`src/rtl/spi_ctrl_pkg.sv`:
```
// Shared definitions for the SPI transaction sequencer.
// Contents: controller state encoding, default timing parameters and the
// width of the internal timers/byte counter.
package spi_ctrl_pkg;

  localparam int CNT_W        = 4;
  localparam int CS_SETUP_DEF = 4;
  localparam int CS_HOLD_DEF  = 4;
  localparam int BYTE_GAP_DEF = 0;
  localparam int CS_IDLE_DEF  = 2;

  typedef enum logic [2:0] {
    ST_IDLE,
    ST_SETUP,
    ST_SEND,
    ST_WAIT,
    ST_GAP,
    ST_HOLD,
    ST_RELEASE
  } txn_state_t;

endpackage

```
`src/rtl/spi_rr_arb.sv`:
```
// Two-way round-robin arbiter.
// Ports:
//   clk, rst_n  - clock, synchronous active-low reset
//   req[1:0]    - requests
//   update      - pulse: the current winner is being served, rotate priority
//   win[1:0]    - one-hot winner (combinational), 2'b00 when no request
// After reset requester 0 has priority; the last-served requester drops
// to lower priority. A lone requester always wins.
module spi_rr_arb (
  input  logic       clk,
  input  logic       rst_n,
  input  logic [1:0] req,
  input  logic       update,
  output logic [1:0] win
);

  // 1: requester 1 currently has priority
  logic prio_q, prio_d;

  always_comb begin
    win = req;
    if (req == 2'b11) win = prio_q ? 2'b10 : 2'b01;
  end

  always_comb begin
    prio_d = prio_q;
    if (update && (win != 2'b00)) prio_d = win[0];
  end

  always_ff @(posedge clk) begin
    if (!rst_n) prio_q <= 1'b0;
    else        prio_q <= prio_d;
  end

endmodule

```
`src/rtl/spi_txn_ctrl.sv`:
```
// Transaction sequencer and two-way arbiter in front of the SPI byte engine.
// Grants one requester at a time, drives its chip select with setup/hold
// spacing, and issues len+1 byte transfers to the engine, returning each
// received byte. The engine itself (with rst = ~rst_n) lives one level up.
// Ports:
//   clk, rst_n          - clock, synchronous active-low reset
//   req[1:0]            - level requests, held until done
//   len0/len1           - byte count minus one, sampled at grant
//   wdata0/wdata1       - next TX byte of each requester
//   gnt[1:0]            - one-hot grant
//   wdata_rd            - pulse: granted wdata consumed
//   rdata, rdata_vld    - received byte and its valid pulse
//   done                - pulse: transaction finished
//   cs_n[1:0]           - chip selects, active low
//   eng_begin, eng_data - engine tx_begin / tx_data
//   eng_end, eng_rx     - engine tx_end / rx_data
//
// state      | meaning
// -----------+------------------------------------------------
// ST_IDLE    | waiting for a request; arbitration happens here
// ST_SETUP   | cs_n low, counting CS_SETUP before first byte
// ST_SEND    | one-cycle eng_begin for the current byte
// ST_WAIT    | waiting for eng_end of the current byte
// ST_GAP     | BYTE_GAP idle cycles between bytes
// ST_HOLD    | counting CS_HOLD after the last byte
// ST_RELEASE | cs_n high, counting CS_IDLE; requests ignored
module spi_txn_ctrl
  import spi_ctrl_pkg::*;
#(
  parameter int CS_SETUP = CS_SETUP_DEF,
  parameter int CS_HOLD  = CS_HOLD_DEF,
  parameter int BYTE_GAP = BYTE_GAP_DEF,
  parameter int CS_IDLE  = CS_IDLE_DEF
) (
  input  logic       clk,
  input  logic       rst_n,
  input  logic [1:0] req,
  input  logic [3:0] len0,
  input  logic [3:0] len1,
  input  logic [7:0] wdata0,
  input  logic [7:0] wdata1,
  output logic [1:0] gnt,
  output logic       wdata_rd,
  output logic [7:0] rdata,
  output logic       rdata_vld,
  output logic       done,
  output logic [1:0] cs_n,
  output logic       eng_begin,
  output logic [7:0] eng_data,
  input  logic       eng_end,
  input  logic [7:0] eng_rx
);

  // Timers are down-counters loaded with N-1 so each wait lasts N cycles.
  // GAP_LD is unused when BYTE_GAP is 0.
  localparam logic [CNT_W-1:0] SETUP_LD = CNT_W'(CS_SETUP - 1);
  localparam logic [CNT_W-1:0] HOLD_LD  = CNT_W'(CS_HOLD - 1);
  localparam logic [CNT_W-1:0] GAP_LD   = CNT_W'(BYTE_GAP - 1);
  localparam logic [CNT_W-1:0] IDLE_LD  = CNT_W'(CS_IDLE - 1);

  txn_state_t       state_q, state_d;
  logic [1:0]       gnt_q, gnt_d;
  logic [1:0]       cs_n_q, cs_n_d;
  logic             eng_begin_q, eng_begin_d;
  logic [7:0]       eng_data_q, eng_data_d;
  logic             wdata_rd_q, wdata_rd_d;
  logic [7:0]       rdata_q, rdata_d;
  logic             rdata_vld_q, rdata_vld_d;
  logic             done_q, done_d;
  logic [3:0]       len_q, len_d;
  logic [3:0]       byte_cnt_q, byte_cnt_d;
  logic [CNT_W-1:0] tmr_q, tmr_d;

  logic [1:0] arb_win;
  logic       arb_update;
  logic       enter_send;

  spi_rr_arb u_arb (
    .clk    (clk),
    .rst_n  (rst_n),
    .req    (req),
    .update (arb_update),
    .win    (arb_win)
  );

  always_comb begin
    state_d     = state_q;
    gnt_d       = gnt_q;
    cs_n_d      = cs_n_q;
    eng_begin_d = 1'b0;
    eng_data_d  = eng_data_q;
    wdata_rd_d  = 1'b0;
    rdata_d     = rdata_q;
    rdata_vld_d = 1'b0;
    done_d      = 1'b0;
    len_d       = len_q;
    byte_cnt_d  = byte_cnt_q;
    tmr_d       = tmr_q;
    arb_update  = 1'b0;
    enter_send  = 1'b0;

    case (state_q)
      ST_IDLE: begin
        if (req != 2'b00) begin
          arb_update = 1'b1;
          gnt_d      = arb_win;
          cs_n_d     = ~arb_win;
          len_d      = arb_win[1] ? len1 : len0;
          byte_cnt_d = '0;
          tmr_d      = SETUP_LD;
          state_d    = ST_SETUP;
        end
      end
      ST_SETUP: begin
        if (tmr_q == '0) enter_send = 1'b1;
        else             tmr_d = tmr_q - 1'b1;
      end
      ST_SEND: state_d = ST_WAIT;
      ST_WAIT: begin
        if (eng_end) begin
          rdata_d     = eng_rx;
          rdata_vld_d = 1'b1;
          if (byte_cnt_q == len_q) begin
            tmr_d   = HOLD_LD;
            state_d = ST_HOLD;
          end else begin
            byte_cnt_d = byte_cnt_q + 1'b1;
            if (BYTE_GAP == 0) begin
              enter_send = 1'b1;
            end else begin
              tmr_d   = GAP_LD;
              state_d = ST_GAP;
            end
          end
        end
      end
      ST_GAP: begin
        if (tmr_q == '0) enter_send = 1'b1;
        else             tmr_d = tmr_q - 1'b1;
      end
      ST_HOLD: begin
        if (tmr_q == '0) begin
          cs_n_d  = 2'b11;
          gnt_d   = 2'b00;
          done_d  = 1'b1;
          tmr_d   = IDLE_LD;
          state_d = ST_RELEASE;
        end else begin
          tmr_d = tmr_q - 1'b1;
        end
      end
      ST_RELEASE: begin
        if (tmr_q == '0) state_d = ST_IDLE;
        else             tmr_d = tmr_q - 1'b1;
      end
      default: state_d = ST_IDLE;
    endcase

    // Byte launch is registered so eng_begin, eng_data and wdata_rd all
    // appear together in the SEND cycle.
    if (enter_send) begin
      state_d     = ST_SEND;
      eng_begin_d = 1'b1;
      wdata_rd_d  = 1'b1;
      eng_data_d  = gnt_q[1] ? wdata1 : wdata0;
    end
  end

  always_ff @(posedge clk) begin
    if (!rst_n) begin
      state_q     <= ST_IDLE;
      gnt_q       <= 2'b00;
      cs_n_q      <= 2'b11;
      eng_begin_q <= 1'b0;
      eng_data_q  <= 8'h00;
      wdata_rd_q  <= 1'b0;
      rdata_q     <= 8'h00;
      rdata_vld_q <= 1'b0;
      done_q      <= 1'b0;
      len_q       <= 4'h0;
      byte_cnt_q  <= 4'h0;
      tmr_q       <= '0;
    end else begin
      state_q     <= state_d;
      gnt_q       <= gnt_d;
      cs_n_q      <= cs_n_d;
      eng_begin_q <= eng_begin_d;
      eng_data_q  <= eng_data_d;
      wdata_rd_q  <= wdata_rd_d;
      rdata_q     <= rdata_d;
      rdata_vld_q <= rdata_vld_d;
      done_q      <= done_d;
      len_q       <= len_d;
      byte_cnt_q  <= byte_cnt_d;
      tmr_q       <= tmr_d;
    end
  end

  assign gnt       = gnt_q;
  assign cs_n      = cs_n_q;
  assign eng_begin = eng_begin_q;
  assign eng_data  = eng_data_q;
  assign wdata_rd  = wdata_rd_q;
  assign rdata     = rdata_q;
  assign rdata_vld = rdata_vld_q;
  assign done      = done_q;

endmodule

```
`config.mk`:
```
export PLATFORM = sky130hd
export DESIGN_NAME = spi_txn_ctrl
export DESIGN_NICKNAME = d
export VERILOG_FILES = /design/src/rtl/spi_ctrl_pkg.sv /design/src/rtl/spi_rr_arb.sv /design/src/rtl/spi_txn_ctrl.sv
export SDC_FILE = /design/constraint.sdc
export NUM_CORES = 1
export LEC_CHECK = 0
export BUFFER_PORTS_ARGS = -buffer_cell sky130_fd_sc_hd__buf_2
export CORE_MARGIN = 3
export CORE_UTILIZATION = 32
export DETAILED_ROUTE_END_ITERATION = 8
export GPL_TIMING_DRIVEN = 0
export PLACE_DENSITY_LB_ADDON = 0.1
export SLEW_MARGIN = 40
export SYNTH_ARGS = -nofsm -noshare
export SYNTH_HDL_FRONTEND = slang
export SYNTH_SLANG_ARGS = --single-unit
```
`constraint.sdc`:
```
create_clock -name clk -period 5 [get_ports clk]
set_input_delay 1.25 -clock clk [delete_from_list [all_inputs] [get_ports clk]]
set_output_delay 1.25 -clock clk [all_outputs]
set_load 0.1 [all_outputs]
```
==> qor.yml <==
hold_start: "rdata[7]"
cts_resized: 0
syn_inst: 220
setup_tns_ns: 0
whs_ns: 0.4522
fin_area_um2: 2434
max_stage_delay_ns: 0.41
layout_commonest_cell: "buf_2"
ctsHoldBuffers: 0
dpl_cell_area_um2: 2330
n_antenna_cell: 0
die_h_um: 83.85
ir_worst_vdd_v: 0.0002670
dieWidth_um: 83.85
wl_met1_mm: 2.244
maxCapViolCount: 0
avgSynthCellArea_um2: 8.815
highest_layer: "met4"
syn_to_final_growth_pct: 25.48
synthTopCellsByArea: "dfxtp_1 (40%), mux2i_1 (7.2%), nand2_1 (5.4%)"
nFillCells: 625
synth-seq-cells: 39
clkSinkCount: 39
fp.coreArea_um2: 5675
ioPinCount: 61
synth_warnings: 0
post_cts_buffers: 0
reg2reg_from: "byte_cnt_q[0]"
place.gp.congestion: 0.7418
outcome: "completed"
initial_core_util_pct: 34.17
worst-path-max-fanout: 2
grt_max_degree: 13
crit_family: "buffers and inverters"
fin_crit_sh_pct: 47.55
grt_pass1_vias: 1665
setup_viol: 0
startpoint_type: "flop"
cpMaxStageDelayCell: "buf_2"
drc: 0
clockBufferDepth: 2
critPathCaptureType: "output port"
critPathKind: "reg -> out"
wl_per_cell_um: 12.62
hold_viol: 0
fin_skew_ns: 0.01054
insertion_delay_ns: 0.29
power_density_nw_per_um2: 543.4
synth_top_area_share_pct: 40.26
crit_chain: "buf_4 -> buf_2"
viasPerCell: 4.794
ctsRootBufferMaster: "clkbuf_8"
worstPathArrival_ns: 1.13
slew_viol_final: 0
drtIter0Drc: 78
synthesis.nets: 260
final_cell_mix: "buf_2 (64), dfxtp_1 (39), nand2_1 (28), nor2_1 (28), a21oi_1 (17)"
relSlewSlack_pct: 59.55
critPathBufInv: 2
wl_met2_mm: 2.061
power.leakage_uw: 0.001137
track_usage_pct: 13.34
synth_top_cell_by_area: "dfxtp_1"
min_path_type: "reg -> reg"
antenna_found_initial: 0
met3_length_um: 210
grt_remaining_overflow: 0
die-area_um2: 7031
ys_types: 46
p_total_uw: 1322
cts_tree: "done"
postRouteAntennaNets: 0
synth_enable_flop_cells: 0
synth_seq_area_share_pct: 40.26
grt_first_pass_wirelength_mm: 7.859
dpl.hpwl_mm: 3.441
rows: 27
period_needed_ns: 2.377
htree_levels: 2
syn_area_um2: 1939
drive_gt1_share_pct: 30.90
tightest_slew_ns: 0.6026
synth_ff_type: "dfxtp_1"
fmax_mhz: 420.7
port_buffers: 60
ys_async_sr_fraction_pct: 0
numCtsBuffers: 5
wl_mm: 4.543
crit_start: "wdata_rd"
num_vias: 1726
cp.required_ns: 3.75
firstDrtPassIters: 4
path_clk_slew_ns: 0.08
rsz0062_at_grt: "false"
nNetsFinal: 327
-- tightest hold or removal path: cells and delay by family, from the launching register on --
kind / cells / cell delay (ns)
flip-flops: 1 / 0.31
AND/OR/NAND/NOR: 1 / 0.05
AO/OA/AOI/OAI: 1 / 0.05
-- where the power goes --
part / switching (uW) / internal, uW
Combinational: 460 / 212
Clock: 110 / 126
Sequential: 41.8 / 372
-- per-layer routing --
layer,vias up,GRT usage [%]
li1,906,-
met1,780,18.24
met2,38,21.40
met3,2,2.962
met4,0,3.070
met5,-,0
-- area by class of cell --
cell class                 instances  area (um^2)  area share [%]
buffer                            12        68.82           2.828
clock buffer                       7        96.34           3.959
clock inverter                     1        7.507          0.3085
inverter                           6        22.52          0.9255
multi-input combinational        163         1067           43.86
sequential                        39        780.7           32.08
tap                               72        90.09           3.702
timing repair buffer              60        300.3           12.34
-- worst paths after layout --
path / endpoint / cells after the start / slack (ns)
min reg2reg: rdata[7] / 2 / 0.45
max: wdata_rd / 2 / 2.62
min: rdata[7] / 2 / 0.45
max reg2reg: eng_data[2] / 6 / 3.17
-- registers in the layout, summed over array words and instances (netlist names) --
register / cells
eng_data: 8
cs_n: 2
state_q: 3
rdata_vld: 1
byte_cnt_q: 4
u_arb.prio_q: 1
len_q: 4
done: 1
rdata: 8
gnt: 2
wdata_rd: 1
tmr_q: 4
-- synthesized netlist by cell type, drive strengths merged (2+ instances only) --
cell and count:
ha 3, a211oi 6, o21ai 13, o221ai 2, nand2 29, inv 6, a21oi 17, buf 7
nand3b 4, and2 2, clkbuf 5, o21a 2, mux2i 14, nand2b 2, nor2 28, o211ai 4
xnor2 4, mux2 8, nand3 2, nor3 2, dfxtp 39, xor2 3
-- stage by stage --
| step | std cells | util, % | setup slack, ns |
|---|---|---|---|
| after global placement | 352 | 41.05 | 2.432 |
| after global routing | 360 | 42.88 | 2.576 |
| after detailed placement | 352 | 41.05 | 2.428 |
| final | 360 | 42.88 | 2.623 |
| after floorplan | 220 | - | 2.394 |
| after CTS | 360 | 42.88 | 2.602 |
-- logic make-up (layout without fill, tap and decap cells) --
family | Yosys count | count (layout) | share of synthesized area [%]
xor+xnor | 7 | 7 | 3.161
compound gates | 53 | 53 | 18.52
fa+ha+maj | 3 | 3 | 1.936
mux | 22 | 22 | 11.87
buf+inv | 18 | 86 | 4.710
flops | 39 | 39 | 40.26
simple gates | 78 | 78 | 19.55
(Power assumes the default switching activity.)
